<file path="src/rtl/serial_adder_defs.vh">
// State encodings shared by serial_adder and anything that decodes its state.
`ifndef SERIAL_ADDER_DEFS_VH
`define SERIAL_ADDER_DEFS_VH
`define IDLE 2'd0
`define RUN  2'd1
`define DONE 2'd2
`endif

</file>
<file path="src/rtl/serial_adder_pkg.sv">
// Shared types for serial_adder: state enum built on the shared encodings.
`include "serial_adder_defs.vh"

package serial_adder_pkg;
    typedef enum logic [1:0] {
        S_IDLE = `IDLE,
        S_RUN  = `RUN,
        S_DONE = `DONE
    } state_t;
endpackage

</file>
<file path="src/rtl/serial_adder_fa.sv">
// One-bit full adder cell; port order is carry, sum, a, b, c_in.
module fa (
    output logic carry,
    output logic sum,
    input  logic a,
    input  logic b,
    input  logic c_in
);
    assign sum   = a ^ b ^ c_in;
    assign carry = (a & b) | (c_in & (a ^ b));
endmodule

</file>
<file path="src/rtl/serial_adder.sv">
// Bit-serial W-bit adder, LSB first, one fa cell plus a carry flop.
// Optional signed overflow output enabled by SERIAL_ADDER_OVF_EN.
module serial_adder
    import serial_adder_pkg::*;
#(
    parameter int W = 8
) (
    input  logic         clk,
    input  logic         rst,
    input  logic         start,
    input  logic [W-1:0] a,
    input  logic [W-1:0] b,
    input  logic         c_in,
    output logic         busy,
    output logic         done,
    output logic [W-1:0] sum,
    output logic         c_out
`ifdef SERIAL_ADDER_OVF_EN
    ,
    output logic         ovf
`endif
);
    localparam int CW = (W > 1) ? $clog2(W) : 1;

    state_t        state;
    logic [W-1:0]  ra, rb;
    logic          cy;
    logic [CW-1:0] cnt;
    logic          fa_s, fa_c;

    fa u_fa (fa_c, fa_s, ra[0], rb[0], cy);

`ifdef SERIAL_ADDER_OVF_EN
    // Carry into the MSB; overflow is its disagreement with the carry out.
    logic cmsb;
    assign ovf = cmsb ^ c_out;
`endif

    always_ff @(posedge clk) begin
        if (rst) begin
            state <= S_IDLE;
            ra    <= '0;
            rb    <= '0;
            cy    <= 1'b0;
            cnt   <= '0;
            busy  <= 1'b0;
            done  <= 1'b0;
            sum   <= '0;
            c_out <= 1'b0;
`ifdef SERIAL_ADDER_OVF_EN
            cmsb  <= 1'b0;
`endif
        end else begin
            case (state)
                S_IDLE, S_DONE: begin
                    done <= 1'b0;
                    if (start) begin
                        state <= S_RUN;
                        ra    <= a;
                        rb    <= b;
                        cy    <= c_in;
                        cnt   <= '0;
                        sum   <= '0;
                        c_out <= 1'b0;
                        busy  <= 1'b1;
`ifdef SERIAL_ADDER_OVF_EN
                        cmsb  <= 1'b0;
`endif
                    end else begin
                        state <= S_IDLE;
                    end
                end
                S_RUN: begin
                    ra  <= ra >> 1;
                    rb  <= rb >> 1;
                    sum <= {fa_s, sum[W-1:1]};
                    cy  <= fa_c;
                    cnt <= cnt + 1'b1;
                    if (cnt == CW'(W - 1)) begin
                        state <= S_DONE;
                        busy  <= 1'b0;
                        done  <= 1'b1;
                        c_out <= fa_c;
`ifdef SERIAL_ADDER_OVF_EN
                        cmsb  <= cy;
`endif
                    end
                end
                default: begin
                    state <= S_IDLE;
                    busy  <= 1'b0;
                    done  <= 1'b0;
                end
            endcase
        end
    end
endmodule

</file>
<file path="config.mk">
export PLATFORM = sky130hd
export DESIGN_NAME = serial_adder
export DESIGN_NICKNAME = d
export VERILOG_FILES = /design/src/rtl/serial_adder_pkg.sv /design/src/rtl/serial_adder_fa.sv /design/src/rtl/serial_adder.sv
export VERILOG_INCLUDE_DIRS = /design/src /design/src/rtl
export SDC_FILE = /design/constraint.sdc
export NUM_CORES = 1
export LEC_CHECK = 0
export BUFFER_PORTS_ARGS = -buffer_cell sky130_fd_sc_hd__buf_2
export CORE_ASPECT_RATIO = 1.5
export CORE_MARGIN = 3
export CORE_UTILIZATION = 55
export CTS_BUF_LIST = sky130_fd_sc_hd__clkbuf_2 sky130_fd_sc_hd__clkbuf_4 sky130_fd_sc_hd__clkbuf_8
export CTS_CLUSTER_DIAMETER = 80
export DETAILED_ROUTE_END_ITERATION = 16
export PLACE_DENSITY_LB_ADDON = 0.25
export SETUP_SLACK_MARGIN = 0.1
export SKIP_LAST_GASP = 1
export SLEW_MARGIN = 10
export SYNTH_ARGS = -nofsm -noshare
export SYNTH_HDL_FRONTEND = slang
export SYNTH_SLANG_ARGS = --single-unit
</file>
<file path="constraint.sdc">
create_clock -name clk -period 1.3 [get_ports clk]
set_clock_uncertainty 0.05 [all_clocks]
set_input_delay 0.195 -clock clk [delete_from_list [all_inputs] [get_ports clk]]
set_output_delay 0.195 -clock clk [all_outputs]
set_load 0.005 [all_outputs]
</file>
==> run_results.csv, run 1 <==
group,metric,value,unit
layout,area_delta_synth_final,27.4,%
setup_path,worstRegToRegCells,4,
yosys,synth_edf_count,0,
yosys,syn_area,1370,sq um
yosys,syn-num-nets,190,
floorplanning,die_area,3140,sq um
layout,fin_area,1750,sq um
timing,tns,-9.10,ps
floorplanning,row_count,21,
setup_path,critPathKind,"flop to flop",
route,dr.pass1.iters,4,
yosys,synth_seq_cells,33,
setup_path,required,1470,ps
layout,n_antenna_cell,0,
layout,fillCellCount,173,
route,drtAntennaViolNets,0,
place,dp_hpwl,2100,microns
yosys,ys_seq_area_frac,0.482,
outcome,run_status,"finished with violations",
yosys,syn_area_per_cell,8.21,sq um
setup_path,crit_path_end_kind,"flop",
place,gp_congestion,0.820,
floorplanning,fp.dieW,46.8,microns
timing,relSlewSlack,0.692,
cts,clockBufferDepth,2,
outcome,violations,"setup timing",
floorplanning,initial_core_util,0.593,
power_and_ir_drop,p_leak,0.719,nW
setup_path,reg2reg_slack,-9,ps
global_route,grt_pass1_wl,5050,microns
timing,finalHoldViolCount,0,
layout,final_nets,223,
floorplanning,die_h,67.2,microns
yosys,syn-instance-count,167,
route,vias,1302,
global_route,gr-total-overflow,0,
min_path,hp-class,"input pin to flop",
floorplanning,ios,31,
floorplanning,coreArea,2310,sq um
timing,setup_viol,1,
route,wirelength,3260,microns
cts,root_buffer,"clkbuf_4",
timing,fmax,0.764,GHz
setup_path,cp_data_arrival_time,1480,ps
yosys,synthArstFlopShare,0,
layout,final_util,0.755,
setup_path,rr_endpoint,"rb[0]",
route,drt_iter0_drc,40,
place,port_buffers,30,
global_route,grt_max_degree,26,
cts,cts.clk_slew.worst_paths,100,ps
min_path,min_to,"rb[7]",
timing,tightest_slew,462,ps
global_route,grt_pass1_vias,1221,
route,post_drt_wl_per_cell,14.6,microns
global_route,antenna_found_initial,0,
setup_path,r2r-start,"state[0]",
cts,cts_tree,"built",
setup_path,startpoint_type,"flop",
timing,drv_slew,0,
flow_run,drv_cap,0,
timing,fin_ws,-9.10,ps
timing,period_minus_slack,1310,ps
setup_path,cp_max_fo,12,
place,dpl-instance-area,1540,sq um
layout,layout-drive-gt1-share,0.338,
timing,worst_hold_slack,29.3,ps
cts,ctsHtreeMaxLevel,2,
yosys,ys_warn_count,0,
power_and_ir_drop,powerDensity,1170,nW/um^2
min_path,hold_depth,3,
timing,rsz0062_at_grt,"true",
cts,clk-insertion-delay-late,350,ps
cts,cts_buffers,5,
route,vias_per_cell,5.81,
cts,cts_sinks,33,
layout,fin_cells,224,
route,drc,0,
place,dp_cells,213,
yosys,ys_types,23,
global_route,track_usage,0.224,
timing,period_share,1.01,
yosys,synth_top_flop_cell,"dfxtp_1",
min_path,min_from,"b[7]",
power_and_ir_drop,vdd_drop_max,0.00101,V
[kinds of logic (layout without fill, tap and decap cells)]
group	count (synthesis)	after routing	share of synthesized area
AND/OR/NAND/NOR	79	79	0.252
AO/OA/AOI/OAI	34	34	0.167
flip-flops	33	33	0.482
buffers and inverters	18	52	0.0666
adder cells (fa/ha/maj)	3	3	0.0328
[sequential cells by signal, summed over array words and instances, names as in the netlist]
name / cells
sum: 8
cnt: 3
c_out: 1
cy: 1
done: 1
busy: 1
state: 2
rb: 8
ra: 8
[worst max path at each step]
stage	from	to	slack, ps	depth (start not counted)
5_1_grt	state[0]	rb[0]	-30	4
2_1_floorplan	cy	sum[7]	120	4
3_5_place_dp	cy	cy	20	5
4_1_cts	rb[0]	sum[7]	20	4
3_3_place_gp	state[0]	rb[2]	80	4
6_report	state[0]	rb[0]	-9	4
[cell usage after synthesis (2+ instances only)]
cell type | n | area, sq um
a21oi_1 | 16 | 80.1
a311oi_1 | 13 | 114
buf_2 | 7 | 35.0
buf_4 | 2 | 15.0
clkbuf_1 | 5 | 18.8
dfxtp_1 | 33 | 661
ha_1 | 2 | 25.0
inv_1 | 3 | 11.3
nand2_1 | 37 | 139
nand2b_1 | 5 | 31.3
nand3_1 | 13 | 65.1
nor2_1 | 15 | 56.3
nor3_1 | 5 | 25.0
o22ai_1 | 2 | 12.5
[cell usage in the layout (no fill, tap or decap), types with 2 or more instances in the layout]
cell type	count
a311oi_2	2
dfxtp_2	3
nand2b_1	2
nand2b_4	2
a21oi_1	15
nor3_1	5
buf_6	3
a311oi_1	11
buf_12	2
buf_4	4
dfxtp_1	29
clkinv_2	2
buf_2	30
nand2_1	37
inv_2	2
nor2_1	14
clkbuf_4	5
nand3_1	13
[worst max-delay path, cell delays in order (launching register included)]
cell and delay [ps]:
dfxtp_4 400, nand2b_4 160, buf_8 140, nand2_1 70
a311oi_1 360
[layer usage]
| metal | vias up | routed length [microns] | share of wire | GRT usage |
|---|---|---|---|---|
| li1 | 643 | - | - | - |
| met1 | 613 | 1260 | 0.39 | 0.224 |
| met2 | 38 | 1730 | 0.53 | 0.401 |
| met3 | 8 | 207 | 0.063 | 0.0827 |
| met4 | 0 | 63 | 0.019 | 0.0830 |
| met5 | - | 0 | 0 | 0 |
[where the power goes]
part	switching (W)	internal, W	total [W]
clock network	0.000364	0.000204	0.000567
logic	0.000186	0.000176	0.000362
registers	0.0000423	0.00107	0.00112
[through the flow]
step	setup slack, ps	total power (W)
floorplan	117	0.00132
global placement	84.3	0.00140
detailed placement	23.1	0.00142
CTS	24.5	0.00200
global route	-34.3	0.00214
finish	-9.10	0.00205
[layout make-up]
cell class                 instances  area, sq um  area share
sequential                        33          668       0.383
multi-input combinational        116          689       0.395
clock buffer                       5         37.5      0.0215
inverter                           3         11.3     0.00645
tap                               23         28.8      0.0165
timing repair buffer              41          294       0.168
clock inverter                     3         17.5      0.0100
[repair_timing]
action	4_1_cts	5_1_grt
hold buffers	0	0
pin swaps	3	5
cloned	0	1
gates resized for setup	14	17
setup buffers	0	2
setup endpoints to repair	18	27
No activity file was read; power rests on OpenSTA's default activity.
==> inputs of run 2 (changes only) <==
Clock period 1.3 ns to 1.4 ns, I/O delays scaled along.
==> run_results.csv, run 2 (synthesized netlist as in run 1, its figures left out) <==
group,metric,value,unit
power_and_ir_drop,total_power,0.00185,W
layout,n_antenna_cell,0,
cts,cts_buffers,5,
place,dpl-instance-area,1550,sq um
layout,area_delta_synth_final,20.3,%
place,dp_cells,212,
floorplanning,die_h,67.2,microns
cts,root_buffer,"clkbuf_4",
floorplanning,die_area,3140,sq um
timing,finalHoldViolCount,0,
power_and_ir_drop,p_comb_frac,0.159,
min_path,min_to,"rb[7]",
layout,fillCellCount,185,
layout,fin_cells,221,
route,vias_per_cell,5.75,
min_path,hold_depth,3,
global_route,track_usage,0.213,
route,drt_iter0_drc,56,
power_and_ir_drop,p_int,0.00134,W
cts,cts_sinks,33,
place,port_buffers,30,
setup_path,crit_slowest_cell,"dfxtp_2",
cts,cts.clk_slew.worst_paths,100,ps
outcome,run_status,"finished, final reports clean",
layout,layout_common_cells,"nand2_1 (37), dfxtp_1 (30), buf_2 (30), a21oi_1 (16), nor2_1 (15)",
route,dr.pass1.iters,4,
layout,fin_area,1650,sq um
flow_run,drv_cap,0,
timing,fmax,0.796,GHz
cts,postCtsSetupBuffers,0,
setup_path,startpoint_type,"flop",
timing,drv_slew,0,
cts,clk-insertion-delay-late,340,ps
floorplanning,row_count,21,
route,wirelength,3040,microns
power_and_ir_drop,clockPowerShare,0.283,
global_route,grt_pass1_wl,4840,microns
timing,rsz0062_at_grt,"false",
min_path,min_from,"b[7]",
layout,final_nets,220,
route,post_drt_wl_per_cell,13.8,microns
floorplanning,ios,31,
setup_path,cp_data_arrival_time,1460,ps
setup_path,critPathTopFamily,"flip-flops",
power_and_ir_drop,switching_power,0.000506,W
timing,tightest_slew,215,ps
setup_path,crit_path_end_kind,"flop",
power_and_ir_drop,p_sw_frac,0.274,
global_route,antenna_found_initial,0,
setup_path,cpPeakStageDelay,380,ps
place,dp_hpwl,2030,microns
timing,tns,0,ps
route,vias,1270,
place,gp_congestion,0.758,
global_route,grt_pass1_vias,1205,
floorplanning,initial_core_util,0.593,
global_route,grt_max_degree,43,
layout,seq_area,664,sq um
global_route,gr-total-overflow,0,
layout,multiInputGateArea,638,sq um
min_path,hp-class,"input pin to flop",
layout,layout_commonest_cell,"nand2_1",
setup_path,cp_max_fo,30,
cts,cts_tree,"built",
setup_path,r2r-start,"state[0]",
setup_path,required,1600,ps
setup_path,rr_endpoint,"ra[1]",
power_and_ir_drop,pwr-share-seq,0.558,
power_and_ir_drop,powerDensity,1120,nW/um^2
timing,period_share,0.897,
layout,layout-drive-gt1-share,0.273,
timing,period_minus_slack,1260,ps
cts,clockBufferDepth,2,
power_and_ir_drop,p_leak,0.690,nW
layout,top_regs,"ra (8), rb (8), sum (8)",
floorplanning,fp.dieW,46.8,microns
timing,relSlewSlack,0.856,
setup_path,worst-path-buf-inv,1,
setup_path,critPathKind,"flop to flop",
route,drtAntennaViolNets,0,
setup_path,path_cells,"nand2b_1, buf_12, nand2_1, a311oi_2",
setup_path,reg2reg_slack,140,ps
timing,setup_viol,0,
power_and_ir_drop,vdd_drop_max,0.000851,V
floorplanning,coreArea,2310,sq um
layout,final_util,0.714,
cts,cts_hold_buf,0,
cts,ctsHtreeMaxLevel,2,
route,drc,0,
setup_path,worstRegToRegCells,4,
==> run 2: cell types whose count changed in the layout (fill, tap and decap cells not counted), moves of 2 or more <==
cell,delta
buf_6,-3
ha_1,+2
inv_1,+2
inv_2,-2
nand2b_1,+2
nand2b_4,-2
==> run 2: layout make-up <==
cell class | count | area share
multi-input cells | 116 | 0.387
repair buffers | 38 | 0.153
well taps | 23 | 0.0174
flip-flops and latches | 33 | 0.403
clock buffers | 6 | 0.0273
inverters | 3 | 0.00682
clock inverters | 2 | 0.00607
==> run 2: timing repair <==
item                                   4_1_cts  5_1_grt
resized for setup                            0        8
endpoints found under the hold margin        0        0
setup endpoints to repair                    0       18
==> run 2: routing by layer <==
metal | up-vias | track usage | wire (microns)
met1 | 604 | 0.214 | 1180
li1 | 631 | - | -
met5 | - | 0 | 0
met2 | 30 | 0.372 | 1660
met4 | 0 | 0.107 | 58
met3 | 5 | 0.0693 | 146
==> run 2: worst max path at each step <==
stage	startpoint	to	slack, ps	cells after the start
2_1_floorplan	cy	sum[7]	220	4
3_3_place_gp	cy	c_out	150	3
3_5_place_dp	state[0]	sum[6]	130	4
4_1_cts	state[0]	sum[6]	120	4
5_1_grt	state[0]	ra[1]	80	4
6_report	state[0]	ra[1]	140	4
==> run 2: power by group through the flow <==
stage | Combinational, W | Clock, W | Sequential [W]
4_1_cts | 0.000271 | 0.000539 | 0.00103
6_report | 0.000293 | 0.000524 | 0.00103
3_5_place_dp | 0.000270 | 0 | 0.00105
5_1_grt | 0.000327 | 0.000590 | 0.00104
2_1_floorplan | 0.000187 | 0 | 0.00104
3_3_place_gp | 0.000257 | 0 | 0.00105
==> run 2: worst register-to-register path: cells and delay by family, from the launching register on <==
kind	cells	cell delay, ps
flops	1	380
compound gates	1	290
simple gates	2	280
buf+inv	1	190
==> run 2: stage by stage <==
step           setup WS, ps  hold slack [ps]
2_1_floorplan           217              296
3_3_place_gp            148              405
3_5_place_dp            132              412
4_1_cts                 117             42.8
5_1_grt                77.3             44.5
6_report                144             47.4
